==> config.mk <==
export PLATFORM = sky130hd
export DESIGN_NAME = ro_edge_counter
export DESIGN_NICKNAME = d
export VERILOG_FILES = /design/src/rtl/ro_edge_counter_pkg.sv /design/src/rtl/ro_edge_detect.sv /design/src/rtl/ro_edge_counter.sv
export SDC_FILE = /design/constraint.sdc
export NUM_CORES = 1
export LEC_CHECK = 0
export CORE_ASPECT_RATIO = 0.5
export CORE_MARGIN = 2
export CORE_UTILIZATION = 35
export DETAILED_ROUTE_END_ITERATION = 10
export PLACE_DENSITY_LB_ADDON = 0.12
export RECOVER_POWER = 100
export SYNTH_ARGS = -nofsm -noshare
export SYNTH_HDL_FRONTEND = slang
export SYNTH_SLANG_ARGS = --single-unit
==> constraint.sdc <==
create_clock -name clk -period 4.05 [get_ports clk]
set_clock_uncertainty 0.05 [all_clocks]
set_input_delay 0.405 -clock clk [delete_from_list [all_inputs] [get_ports clk]]
set_output_delay 0.405 -clock clk [all_outputs]
set_load 0.05 [all_outputs]
==> src/rtl/ro_edge_counter_pkg.sv <==
// ro_edge_counter_pkg: shared states, default parameters and LFSR constants for ro_edge_counter
package ro_edge_counter_pkg;

    typedef enum logic [1:0] {IDLE, SETTLE, MEASURE, DONE} state_t;

    localparam int N_RO_DEF       = 4;
    localparam int CNT_W_DEF      = 12;
    localparam int WIN_W_DEF      = 16;
    localparam int SETTLE_CYC_DEF = 8;

    // Galois right-shift mask for x^16+x^14+x^13+x^11+1
    localparam logic [15:0] LFSR_POLY = 16'hB400;
    localparam logic [15:0] LFSR_SEED = 16'hACE1;

    function automatic logic [15:0] lfsr_step(input logic [15:0] s);
        return {1'b0, s[15:1]} ^ (s[0] ? LFSR_POLY : 16'h0000);
    endfunction

endpackage

==> src/rtl/ro_edge_detect.sv <==
// ro_edge_detect: one oscillator path - 2-flop synchronizer, history flop, saturating edge counter
//   clk, rst_n   : system clock, async active-low reset
//   osc          : asynchronous oscillator output
//   clr          : synchronous clear of count and overflow
//   cnt_en       : count detected rises this cycle
//   count        : registered edge count
//   count_nxt    : value count takes at the next edge (lets the top register parity on the same edge)
//   overflow     : sticky, set when a rise arrives while the counter is already saturated
module ro_edge_detect #(
    parameter int CNT_W = 12
) (
    input  logic             clk,
    input  logic             rst_n,
    input  logic             osc,
    input  logic             clr,
    input  logic             cnt_en,
    output logic [CNT_W-1:0] count,
    output logic [CNT_W-1:0] count_nxt,
    output logic             overflow
);

    logic sync1, sync2, hist, rise, sat, ovf_nxt;

    assign rise = sync2 & ~hist;
    assign sat  = &count;

    always_comb begin
        count_nxt = clr ? '0 : (cnt_en && rise && !sat) ? count + 1'b1 : count;
        ovf_nxt   = clr ? 1'b0 : overflow | (cnt_en & rise & sat);
    end

    always_ff @(posedge clk or negedge rst_n) begin
        if (!rst_n) begin
            sync1    <= 1'b0;
            sync2    <= 1'b0;
            hist     <= 1'b0;
            count    <= '0;
            overflow <= 1'b0;
        end else begin
            sync1    <= osc;
            sync2    <= sync1;
            hist     <= sync2;
            count    <= count_nxt;
            overflow <= ovf_nxt;
        end
    end

endmodule

==> src/rtl/ro_edge_counter.sv <==
// ro_edge_counter: ring-oscillator start control, windowed per-path edge counting and parity random bits
//   clk, rst_n          : system clock, async active-low reset
//   meas_req            : request a measurement (accepted in IDLE or DONE)
//   win_len, path_en    : window length (0 acts as 1) and path enables, latched on acceptance
//   osc_in              : asynchronous oscillator outputs
//   start               : oscillator start enables, high in SETTLE and MEASURE
//   busy                : high from acceptance until result_valid rises
//   result_valid        : results held until result_ack or a new meas_req
//   result_ack          : consumer acknowledge
//   count               : flat per-path counts, path i at [i*CNT_W +: CNT_W]
//   overflow            : per-path sticky saturation flag
//   rand_bits           : per-path parity of count, captured on DONE entry
// Build option RO_RAND_WHITEN_EN: XOR rand_bits with a 16-bit Galois LFSR stepped on each DONE entry.
module ro_edge_counter
    import ro_edge_counter_pkg::*;
#(
    parameter int N_RO       = N_RO_DEF,
    parameter int CNT_W      = CNT_W_DEF,
    parameter int WIN_W      = WIN_W_DEF,
    parameter int SETTLE_CYC = SETTLE_CYC_DEF
) (
    input  logic                  clk,
    input  logic                  rst_n,
    input  logic                  meas_req,
    input  logic [WIN_W-1:0]      win_len,
    input  logic [N_RO-1:0]       path_en,
    input  logic [N_RO-1:0]       osc_in,
    output logic [N_RO-1:0]       start,
    output logic                  busy,
    output logic                  result_valid,
    input  logic                  result_ack,
    output logic [N_RO*CNT_W-1:0] count,
    output logic [N_RO-1:0]       overflow,
    output logic [N_RO-1:0]       rand_bits
);

    state_t state, state_nxt;
    logic [WIN_W-1:0] win_q, timer, timer_nxt;
    logic [N_RO-1:0] en_q, en_nxt, par, rand_nxt;
    logic [N_RO*CNT_W-1:0] count_nxt;
    logic accept, done_entry, run_nxt;

    assign accept     = meas_req && (state == IDLE || state == DONE);
    assign done_entry = (state == MEASURE) && (state_nxt == DONE);
    assign en_nxt     = accept ? path_en : en_q;
    assign run_nxt    = (state_nxt == SETTLE) || (state_nxt == MEASURE);

    // SETTLE runs SETTLE_CYC+1 cycles (timer counts down to 0 inclusive), MEASURE exactly win_q cycles
    always_comb begin
        state_nxt = state;
        timer_nxt = timer;
        if (accept) begin
            state_nxt = SETTLE;
            timer_nxt = WIN_W'(SETTLE_CYC);
        end else if (state == DONE && result_ack) begin
            state_nxt = IDLE;
        end else if (state == SETTLE) begin
            state_nxt = (timer == '0) ? MEASURE : SETTLE;
            timer_nxt = (timer == '0) ? win_q - 1'b1 : timer - 1'b1;
        end else if (state == MEASURE) begin
            state_nxt = (timer == '0) ? DONE : MEASURE;
            timer_nxt = timer - 1'b1;
        end
    end

    always_ff @(posedge clk or negedge rst_n) begin
        if (!rst_n) begin
            state        <= IDLE;
            timer        <= '0;
            win_q        <= '0;
            en_q         <= '0;
            start        <= '0;
            busy         <= 1'b0;
            result_valid <= 1'b0;
        end else begin
            state        <= state_nxt;
            timer        <= timer_nxt;
            en_q         <= en_nxt;
            start        <= run_nxt ? en_nxt : '0;
            busy         <= run_nxt;
            result_valid <= (state_nxt == DONE);
            if (accept)
                win_q <= (win_len == '0) ? WIN_W'(1) : win_len;
        end
    end

    for (genvar i = 0; i < N_RO; i++) begin : g_path
        ro_edge_detect #(.CNT_W(CNT_W)) u_det (
            .clk       (clk),
            .rst_n     (rst_n),
            .osc       (osc_in[i]),
            .clr       (accept),
            .cnt_en    ((state == MEASURE) && en_q[i]),
            .count     (count[i*CNT_W +: CNT_W]),
            .count_nxt (count_nxt[i*CNT_W +: CNT_W]),
            .overflow  (overflow[i])
        );
    end

    // parity of the final count, taken from count_nxt so the last window cycle is included
    always_comb begin
        par = '0;
        for (int i = 0; i < N_RO; i++)
            par[i] = ^count_nxt[i*CNT_W +: CNT_W];
    end

`ifdef RO_RAND_WHITEN_EN
    logic [15:0] lfsr, lfsr_nxt;

    assign lfsr_nxt = lfsr_step(lfsr);
    assign rand_nxt = par ^ lfsr_nxt[N_RO-1:0];

    always_ff @(posedge clk or negedge rst_n) begin
        if (!rst_n)
            lfsr <= LFSR_SEED;
        else if (done_entry)
            lfsr <= lfsr_nxt;
    end
`else
    assign rand_nxt = par;
`endif

    always_ff @(posedge clk or negedge rst_n) begin
        if (!rst_n)
            rand_bits <= '0;
        else if (done_entry)
            rand_bits <= rand_nxt;
    end

endmodule
== Word-level counts from Yosys, hierarchy flattened ==
Cells that the tools add are included.

* Output and inout port bits: 62
* Bits of input ports: 28
* Logic and storage cells: 121
* Bits in registers: 112

* Bitwise gates (word level): 20
* Muxes and demuxes: 26
* Eq/ne operators: 7
* Add/sub/neg operators: 6
* Reduce and logical (&&, ||, !) cells: 34

{| class="wikitable"
|+ Operator list
! cell !! count
|-
| two-way mux 12 bit || 8
|-
| two-way mux 16 bit || 6
|-
| adder 12 x 1 -> 12 bit, second input constant || 4
|-
| AND reduction 12 bit || 4
|-
| parity 12 bit || 4
|-
| logical NOT 16 bit || 2
|-
| subtractor 16 x 1 -> 16 bit, second input constant || 2
|-
| logical AND 1 bit || 15
|-
| AND 1 bit || 12
|-
| two-way mux 2 bit || 5
|-
| == test 2 bit, second input constant || 4
|-
| two-way mux 4 bit || 2
|-
| two-way mux 1 bit || 5
|-
| == test 2 x 1 -> 1 bit, second input constant || 2
|-
| logical NOT 1 bit || 4
|-
| inverter 1 bit || 4
|-
| OR 1 bit || 4
|-
| nonzero test 3 bit || 1
|-
| logical NOT 2 bit || 1
|-
| logical OR 1 bit || 2
|-
| inequality test 2 bit, second input constant || 1
|-
| AND reduction 2 bit || 1
|}

== Logic depth before layout (Yosys ltp) ==
Gate-level depths: netlist of run 1.

* Depth after elaboration: 9
* Depth in mapped cells: 13
* Mapped depth without buffers: 12

== Hierarchy ==
A second synthesis of run 1 with hierarchy kept.

* Cells, all modules: 598
* Area total of the unflattened synthesis: 6145.9 um^2

{| class="wikitable"
|+ By module, submodules not included
! module !! area an instance (um^2) !! times used !! sequential area each (um^2) !! cells an instance
|-
| ro_edge_counter || 3032.9 || 1 || 1201.2 || 305
|-
| ro_edge_detect at g_path[0].u_det ... || 772.0 || 3 || 400.4 || 73
|-
| ro_edge_detect at g_path[3].u_det || 797.0 || 1 || 400.4 || 74
|}

== Worst setup path after synthesis of run 1 ==
No wires, ideal clock.

* Path kind: flip-flop to flip-flop
* Start point: register g_path[2].u_det.count[0]
* End point: register rand_bits[2]
* Buffers on the path: 1
* Clock period less this slack: 3099 ps
* Setup time: 125 ps
* Data required time: 3875 ps
* Arrival time: 2925 ps
* Slack: 951 ps
* Stages on the path, launching flop included: 11
* Cell sequence: dfrtp_1 > ha_1 > nand4_2 > o311ai_4 > buf_6 > o21ai_1 > a21oi_2 > xor2_1 > xnor3_1 > xnor2_1 > mux2_2

* Longest elaborated chain between the ends: 6

{| class="wikitable"
|+ Ends and longest elaborated chain
! element !! line !! source
|-
| start: declaration || ro_edge_detect.sv:17 || <nowiki>output logic [CNT_W-1:0] count,</nowiki>
|-
| start signal: assignment || ro_edge_detect.sv:43 || <nowiki>count <= count_nxt;</nowiki>
|-
| branches (longest 3 deep; another with adder 12 x 1 -> 12 bit) || - ||
|-
| two-way mux 12 bit * (2 in a row) || ro_edge_detect.sv:28 || <nowiki>count_nxt = clr ? '0 : (cnt_en && rise && !sat) ? count + 1'b1 : count;</nowiki>
|-
| net count_nxt[27] || ro_edge_counter.sv:40 || <nowiki>logic [N_RO*CNT_W-1:0] count_nxt;</nowiki>
|-
| parity 12 bit * || ro_edge_counter.sv:104 || <nowiki>par[i] = ^count_nxt[i*CNT_W +: CNT_W];</nowiki>
|-
| end signal: assignment || ro_edge_counter.sv:127 || <nowiki>rand_bits <= rand_nxt;</nowiki>
|-
| end: declaration || ro_edge_counter.sv:34 || <nowiki>output logic [N_RO-1:0] rand_bits</nowiki>
|}

Mark *: on every way through the listed nets, which the timed path passes.
A chain may end at the register's enable or synchronous reset.

== Final worst setup path of run 1 ==
Ends and elaborated chain as after synthesis.

==> flow_metrics.py, run 1 <==
metrics = {
    "routing": {
        "routed_wirelength_um": 16720,
        "dr.first_iter.drc_count": 284,
        "drcViolationCount": 0,
        "antenna_left": 0,
        "first_pass_iters": 4,
        "vias_per_cell": 5.273,
        "vias": 5505,
        "drt-wirelength-per-cell_um": 16.01,
    },
    "global_route": {
        "antenna_found_initial": 0,
        "grt_max_degree": 59,
        "first_global_vias": 5327,
        "track_usage": 0.1747,
        "overflow": 0,
        "grt_pass1_wl_um": 27430,
    },
    "setup_path": {
        "critical_path_class": "reg2reg",
        "regToRegStartpoint": "g_path[2].u_det.count[0]",
        "cp.required_ns": 4.25,
        "crit_start": "g_path[2].u_det.count[0]",
        "cpLargestDelayFamily": "compound AO/OA/AOI/OAI gates",
        "cpMaxStageDelayCell": "o311ai_4",
        "critPathMaxFanout": 14,
        "cp.arrival_ns": 3.48,
        "path_cells": "ha_1 -> nand4_1 -> o311ai_4 -> o21ai_0 -> a21oi_1 -> xor2_1 -> xnor3_1 -> xnor2_1 -> mux2_2",
        "start_kind": "register",
        "slowest_delay_ns": 0.59,
        "worst-path-buf-inv": 0,
        "crit_path_end_kind": "register",
    },
    "placement": {
        "place_hpwl_um": 12140,
        "place.gp.congestion": 0.8213,
        "dpl.cell_count": 1029,
        "portBuffers": 89,
        "dp_slack_ns": 0.9637,
    },
    "synthesis": {
        "synth_fp_nets": 766,
        "synth_common_cells": "dfrtp_1, nand2_1, nor2_1",
        "ys_seq_area_frac": 0.4260,
        "synth_edf_count": 0,
        "synth-seq-cells": 112,
        "synth_ff_type": "dfrtp_1",
        "yosysMostFrequentCell": "dfrtp_1",
        "ys_async_sr_fraction": 1.000,
        "ys_top_cells_by_area": "dfrtp_1, xnor2_1, nand2_1, nor2_1, o21ai_0",
        "synth_area_leader_cell": "dfrtp_1",
        "ys_warn_count": 0,
        "synth_area_um2": 6579,
        "avgSynthCellArea_um2": 9.049,
        "netlist_instances": 727,
        "synthDistinctLibCells": 69,
        "synth_top_area_frac": 0.4260,
    },
    "clocking": {
        "cts_buffers": 9,
        "clk_latency_ns": 0.36,
        "cts_root_buf": "clkbuf_16",
        "tritoncts": "done",
        "cts_resized": 0,
        "postCtsHoldBufs": 0,
        "clk_pin_slew_ns": 0.07,
        "cts.path.max_buffers": 2,
        "postCtsSetupRepairBufs": 0,
        "cts.sinks": 112,
        "htree_levels": 3,
    },
    "run_status": {
        "outcome": "finished, violations left",
        "violations": "max-capacitance violations, max-slew violations",
    },
    "sta": {
        "whs_ns": 0.3105,
        "slew_viol_final": 59,
        "fmax_mhz": 304.5,
        "rsz0062_at_grt": "false",
        "setup_viol": 0,
        "timing.final.crit_share": 0.8109,
        "fin_ws_ns": 0.7659,
        "slew_headroom": -0.02608,
        "tns_ns": 0,
        "layout_min_cycle_time_ns": 3.284,
        "worst_pin_slew_ns": 1.539,
        "final_hold_viol_count": 0,
    },
    "pwr": {
        "p_comb_frac": 0.377,
        "total_power_uw": 4110,
        "peakVddDrop_v": 0.0002945,
        "seq_power_share": 0.380,
        "clock_power_share": 0.243,
        "p_int_uw": 2471,
        "power_switching_uw": 1639,
        "p_sw_frac": 0.3987,
        "p_per_area_nw_per_um2": 518.1,
        "p_leak_uw": 0.003495,
    },
    "layout": {
        "antennaDiodeCount": 0,
        "drive_above_1_share": 0.04851,
        "area_delta_synth_final_pct": 20.58,
        "final_nets": 839,
        "final_cells": 1044,
    },
    "die": {
        "die_h_um": 100.9,
        "die_w_um": 197.9,
        "start_util": 0.3577,
        "core-area_um2": 18390,
        "io_pins": 90,
        "die_area_um2": 19980,
        "std_cell_rows": 35,
    },
    "flow_run": {
        "max-cap-violations": 1,
    },
    "hold_path": {
        "hold_class": "reg2reg",
        "holdCritStartpoint": "g_path[3].u_det.sync1",
    },
}
==> power groups by stage <==
stage,Sequential [uW],Clock [uW],Combinational (uW)
floorplan,1690,0,948
global placement,1580,0,1580
detailed placement,1580,0,1590
CTS,1560,1040,1590
global route,1600,1070,1760
finish,1560,1000,1550
==> cell families (layout without fill, tap and decap cells) <==
group                    after synthesis  in the layout  synth area share
buffers and inverters                 54            131           0.03728
multiplexers                          14             14           0.02149
flip-flops                           112            112            0.4260
AND/OR/NAND/NOR                      340            340            0.2577
adder cells (fa/ha/maj)               11             11           0.02092
AO/OA/AOI/OAI                        126            126            0.1286
XOR/XNOR                              70             70            0.1080
==> final cells by class <==
type,count,area [um2]
multi-input combinational,561,3493
timing repair buffer,97,935.9
sequential,112,2803
clock inverter,4,76.32
fill,1865,10460
clock buffer,11,252.7
tap,240,300.3
inverter,19,71.32
==> metal layers <==
metal / share of wire / vias up / GRT usage
met5: 0 / - / 0
met1: 0.50 / 2694 / 0.2448
li1: - / 2712 / -
met3: 0.040 / 11 / 0.04282
met2: 0.45 / 88 / 0.2793
met4: 0.0070 / 0 / 0.02776
==> placed cells by master, fill, tap and decap left out, types with 11 or more instances in the layout <==
cell | netlist | final
nand3_1 | 24 | 24
mux2i_1 | 13 | 13
dlygate4sd3_1 | 0 | 66
nand4_1 | 12 | 13
clkdlybuf4s50_1 | 0 | 22
nor4_1 | 18 | 18
xnor2_1 | 49 | 49
nor3_1 | 26 | 26
and3_1 | 14 | 14
inv_1 | 19 | 19
nor2_1 | 80 | 80
a21oi_1 | 31 | 32
xor2_1 | 14 | 14
ha_1 | 11 | 11
o21ai_0 | 40 | 42
dfrtp_1 | 112 | 112
nand2_1 | 102 | 102
==> metrics by stage <==
step           cell area (um2)    util
6_report                  7933  0.4313
4_1_cts                   7996  0.4348
3_5_place_dp              7667  0.4169
5_1_grt                   7933  0.4313
3_3_place_gp              7667  0.4169
2_1_floorplan             6579       -
==> registers in the layout (all words and copies together), names as in the netlist, 2 cells and up <==
register,count
start,4
win_q,16
state,2
en_q,4
timer,16
g_path.u_det.hist,4
rand_bits,4
g_path.u_det.sync1,4
g_path.u_det.overflow,4
g_path.u_det.sync2,4
g_path.u_det.count,48
==> worst register-to-register path: stages (launching register included) <==
cell and delay (ns):
dfrtp_1 0.45, ha_1 0.32, nand4_1 0.32, o311ai_4 0.60, o21ai_0 0.19, a21oi_1 0.26, xor2_1 0.23, xnor3_1 0.35
xnor2_1 0.14, mux2_2 0.26
==> final timing paths <==
path,endpoint,cells past startpoint,slack [ns]
min in group asynchronous,g_path[2].u_det.count[7],1,0.34
min reg2reg,g_path[3].u_det.sync2,0,0.31
max in group asynchronous,timer[3],2,1.46
min,g_path[3].u_det.sync2,0,0.31
max reg2reg,rand_bits[2],9,0.77
max,rand_bits[2],9,0.77
(Power assumes the default switching activity.)
==> run 2: changes to the inputs <==
==> constraint.sdc (replaced) <==
create_clock -name clk -period 3.1 [get_ports clk]
set_clock_uncertainty 0.05 [all_clocks]
set_input_delay 0.31 -clock clk [delete_from_list [all_inputs] [get_ports clk]]
set_output_delay 0.31 -clock clk [all_outputs]
set_load 0.05 [all_outputs]
==> flow_metrics.py, run 2 (synthesis gave the netlist of run 1 again) <==
metrics = {
    "run_status": {
        "outcome": "finished clean",
    },
    "clocking": {
        "cts.path.max_buffers": 2,
        "cts_root_buf": "clkbuf_16",
        "clk_latency_ns": 0.36,
        "tritoncts": "done",
        "cts_buffers": 9,
        "cts.sinks": 112,
        "htree_levels": 3,
        "clk_pin_slew_ns": 0.07,
    },
    "routing": {
        "vias_per_cell": 5.233,
        "first_pass_iters": 4,
        "antenna_left": 0,
        "drcViolationCount": 0,
        "drt-wirelength-per-cell_um": 15.99,
        "dr.first_iter.drc_count": 270,
        "routed_wirelength_um": 17080,
        "vias": 5589,
    },
    "global_route": {
        "grt_pass1_wl_um": 28200,
        "first_global_vias": 5484,
        "antenna_found_initial": 0,
        "track_usage": 0.1784,
        "grt_max_degree": 56,
        "overflow": 0,
    },
    "pwr": {
        "p_per_area_nw_per_um2": 656.9,
        "peakVddDrop_v": 0.0003349,
        "p_leak_uw": 0.003537,
    },
    "sta": {
        "final_hold_viol_count": 0,
        "fmax_mhz": 339.8,
        "layout_min_cycle_time_ns": 2.943,
        "timing.final.crit_share": 0.9493,
        "setup_viol": 0,
        "worst_pin_slew_ns": 1.403,
        "slew_viol_final": 0,
        "fin_ws_ns": 0.1573,
        "slew_headroom": 0.06489,
    },
    "layout": {
        "multi_input_area_um2": 3550,
        "area_delta_synth_final_pct": 23.53,
        "fill_cells": 1829,
        "final_area_um2": 8127,
        "final_common_cell": "dfrtp_1",
        "antennaDiodeCount": 0,
        "top_regs": "g_path.u_det.count: 48 flops, timer: 16 flops, win_q: 16 flops",
        "drive_above_1_share": 0.08213,
        "seq_area_um2": 2803,
        "layout_common_cells": "dfrtp_1, nand2_1, nor2_1",
        "regMostFlops": "g_path.u_det.count",
        "final_nets": 862,
        "largest_register_ff_count": 48,
    },
    "setup_path": {
        "cpMaxStageDelayCell": "or3_2",
        "crit_path_end_kind": "register",
        "cp.arrival_ns": 3.13,
        "cp.required_ns": 3.29,
        "worst-path-buf-inv": 1,
        "start_kind": "register",
        "critical_path_class": "reg2reg",
        "critPathMaxFanout": 7,
        "path_cells": "inv_1 -> ha_1 -> and4b_2 -> o311ai_4 -> or3_2 -> a21oi_2 -> xor2_1 -> xnor3_1 -> xnor2_1 -> mux2_2",
        "slowest_delay_ns": 0.48,
        "cpLargestDelayFamily": "simple AND/OR/NAND/NOR gates",
    },
    "die": {
        "start_util": 0.3577,
        "die_w_um": 197.9,
        "io_pins": 90,
        "std_cell_rows": 35,
        "die_area_um2": 19980,
        "die_h_um": 100.9,
        "core-area_um2": 18390,
    },
    "placement": {
        "place_area_um2": 7818,
        "place.gp.congestion": 0.8564,
        "dp_slack_ns": 0.02674,
        "portBuffers": 89,
        "place_hpwl_um": 12670,
    },
    "hold_path": {
        "hold_class": "reg2reg",
    },
    "flow_run": {
        "max-cap-violations": 0,
    },
}
## run 2: changes by cell type in the layout (fill, tap and decap cells not counted), sizes merged
cell	before	now
dlygate4sd3	66	47
bufinv	2	1
buf	5	26
clkdlybuf4s50	22	42
clkinvlp	1	2
clkbuf	15	17
## run 2: layout make-up
class,instances,area share
Sequential cell,112,0.3449
Inverter,19,0.008776
Timing Repair Buffer,120,0.1369
Tap cell,240,0.03695
Multi-Input combinational cell,561,0.4368
Clock buffer,12,0.02910
Clock inverter,4,0.006620
## run 2: metal layers
metal,vias to the layer above,share of wire,track usage
met3,11,0.041,0.03847
met5,-,0,0
met2,100,0.45,0.2874
met4,0,0.0064,0.03644
li1,2764,-,-
met1,2714,0.50,0.2486
## run 2: per-stage QoR
step	hold WS (ns)	total power (uW)	std cells	utilization	TNS, ns
5_1_grt	0.3137	5732	1068	0.4418	-0.003553
2_1_floorplan	-0.03559	3451	727	-	0
4_1_cts	0.3044	5411	1066	0.4414	0
3_3_place_gp	0.2857	4166	1049	0.4250	0
3_5_place_dp	0.2858	4193	1049	0.4250	0
6_report	0.3020	5338	1068	0.4418	0
## run 2: path summary, 6_finish.rpt
| path | startpoint | endpoint | slack (ns) | cells after the start |
|---|---|---|---|---|
| max in group asynchronous | rst_n | g_path[3].u_det.count[11] | 0.67 | 3 |
| max | state[0] | rand_bits[2] | 0.16 | 10 |
| min in group asynchronous | rst_n | g_path[2].u_det.count[8] | 0.76 | 2 |
| min | g_path[2].u_det.sync1 | g_path[2].u_det.sync2 | 0.30 | 0 |
| max reg2reg | state[0] | rand_bits[2] | 0.16 | 10 |
| min reg2reg | g_path[2].u_det.sync1 | g_path[2].u_det.sync2 | 0.30 | 0 |
## run 2: report_power, final
part	leakage, uW	switching (uW)	internal, uW
combinational	0.00192	1330	776
sequential	0.00148	283	1760
clock	0.000133	554	633
total	0.00354	2170	3170
## run 2: repair_timing
| action | in CTS | in global routing |
|---|---|---|
| setup buffers | 0 | 2 |
| setup endpoints to repair | 0 | 4 |
| hold endpoints to repair | 18 | 0 |
| resized for setup | 0 | 4 |
| hold buffers | 1 | 0 |
## run 2: worst reg2reg max path, cell delays in order (launching register included)
cell,delay [ns]
dfrtp_1,0.42
inv_1,0.08
ha_1,0.16
and4b_2,0.33
o311ai_4,0.17
or3_2,0.48
a21oi_2,0.17
xor2_1,0.21
xnor3_1,0.35
xnor2_1,0.14
mux2_2,0.26
==> run 3: changes to the inputs <==
--- a/config.mk
+++ b/config.mk
@@ -5,6 +5,8 @@
 export SDC_FILE = /design/constraint.sdc
 export NUM_CORES = 1
 export LEC_CHECK = 0
+export ABC_CLOCK_PERIOD_IN_PS = 3100
+export CAP_MARGIN = 20
 export CORE_ASPECT_RATIO = 0.5
 export CORE_MARGIN = 2
 export CORE_UTILIZATION = 35
==> results of run 3 <==
The final DEF is identical to that of run 2; final timing and power are the same.
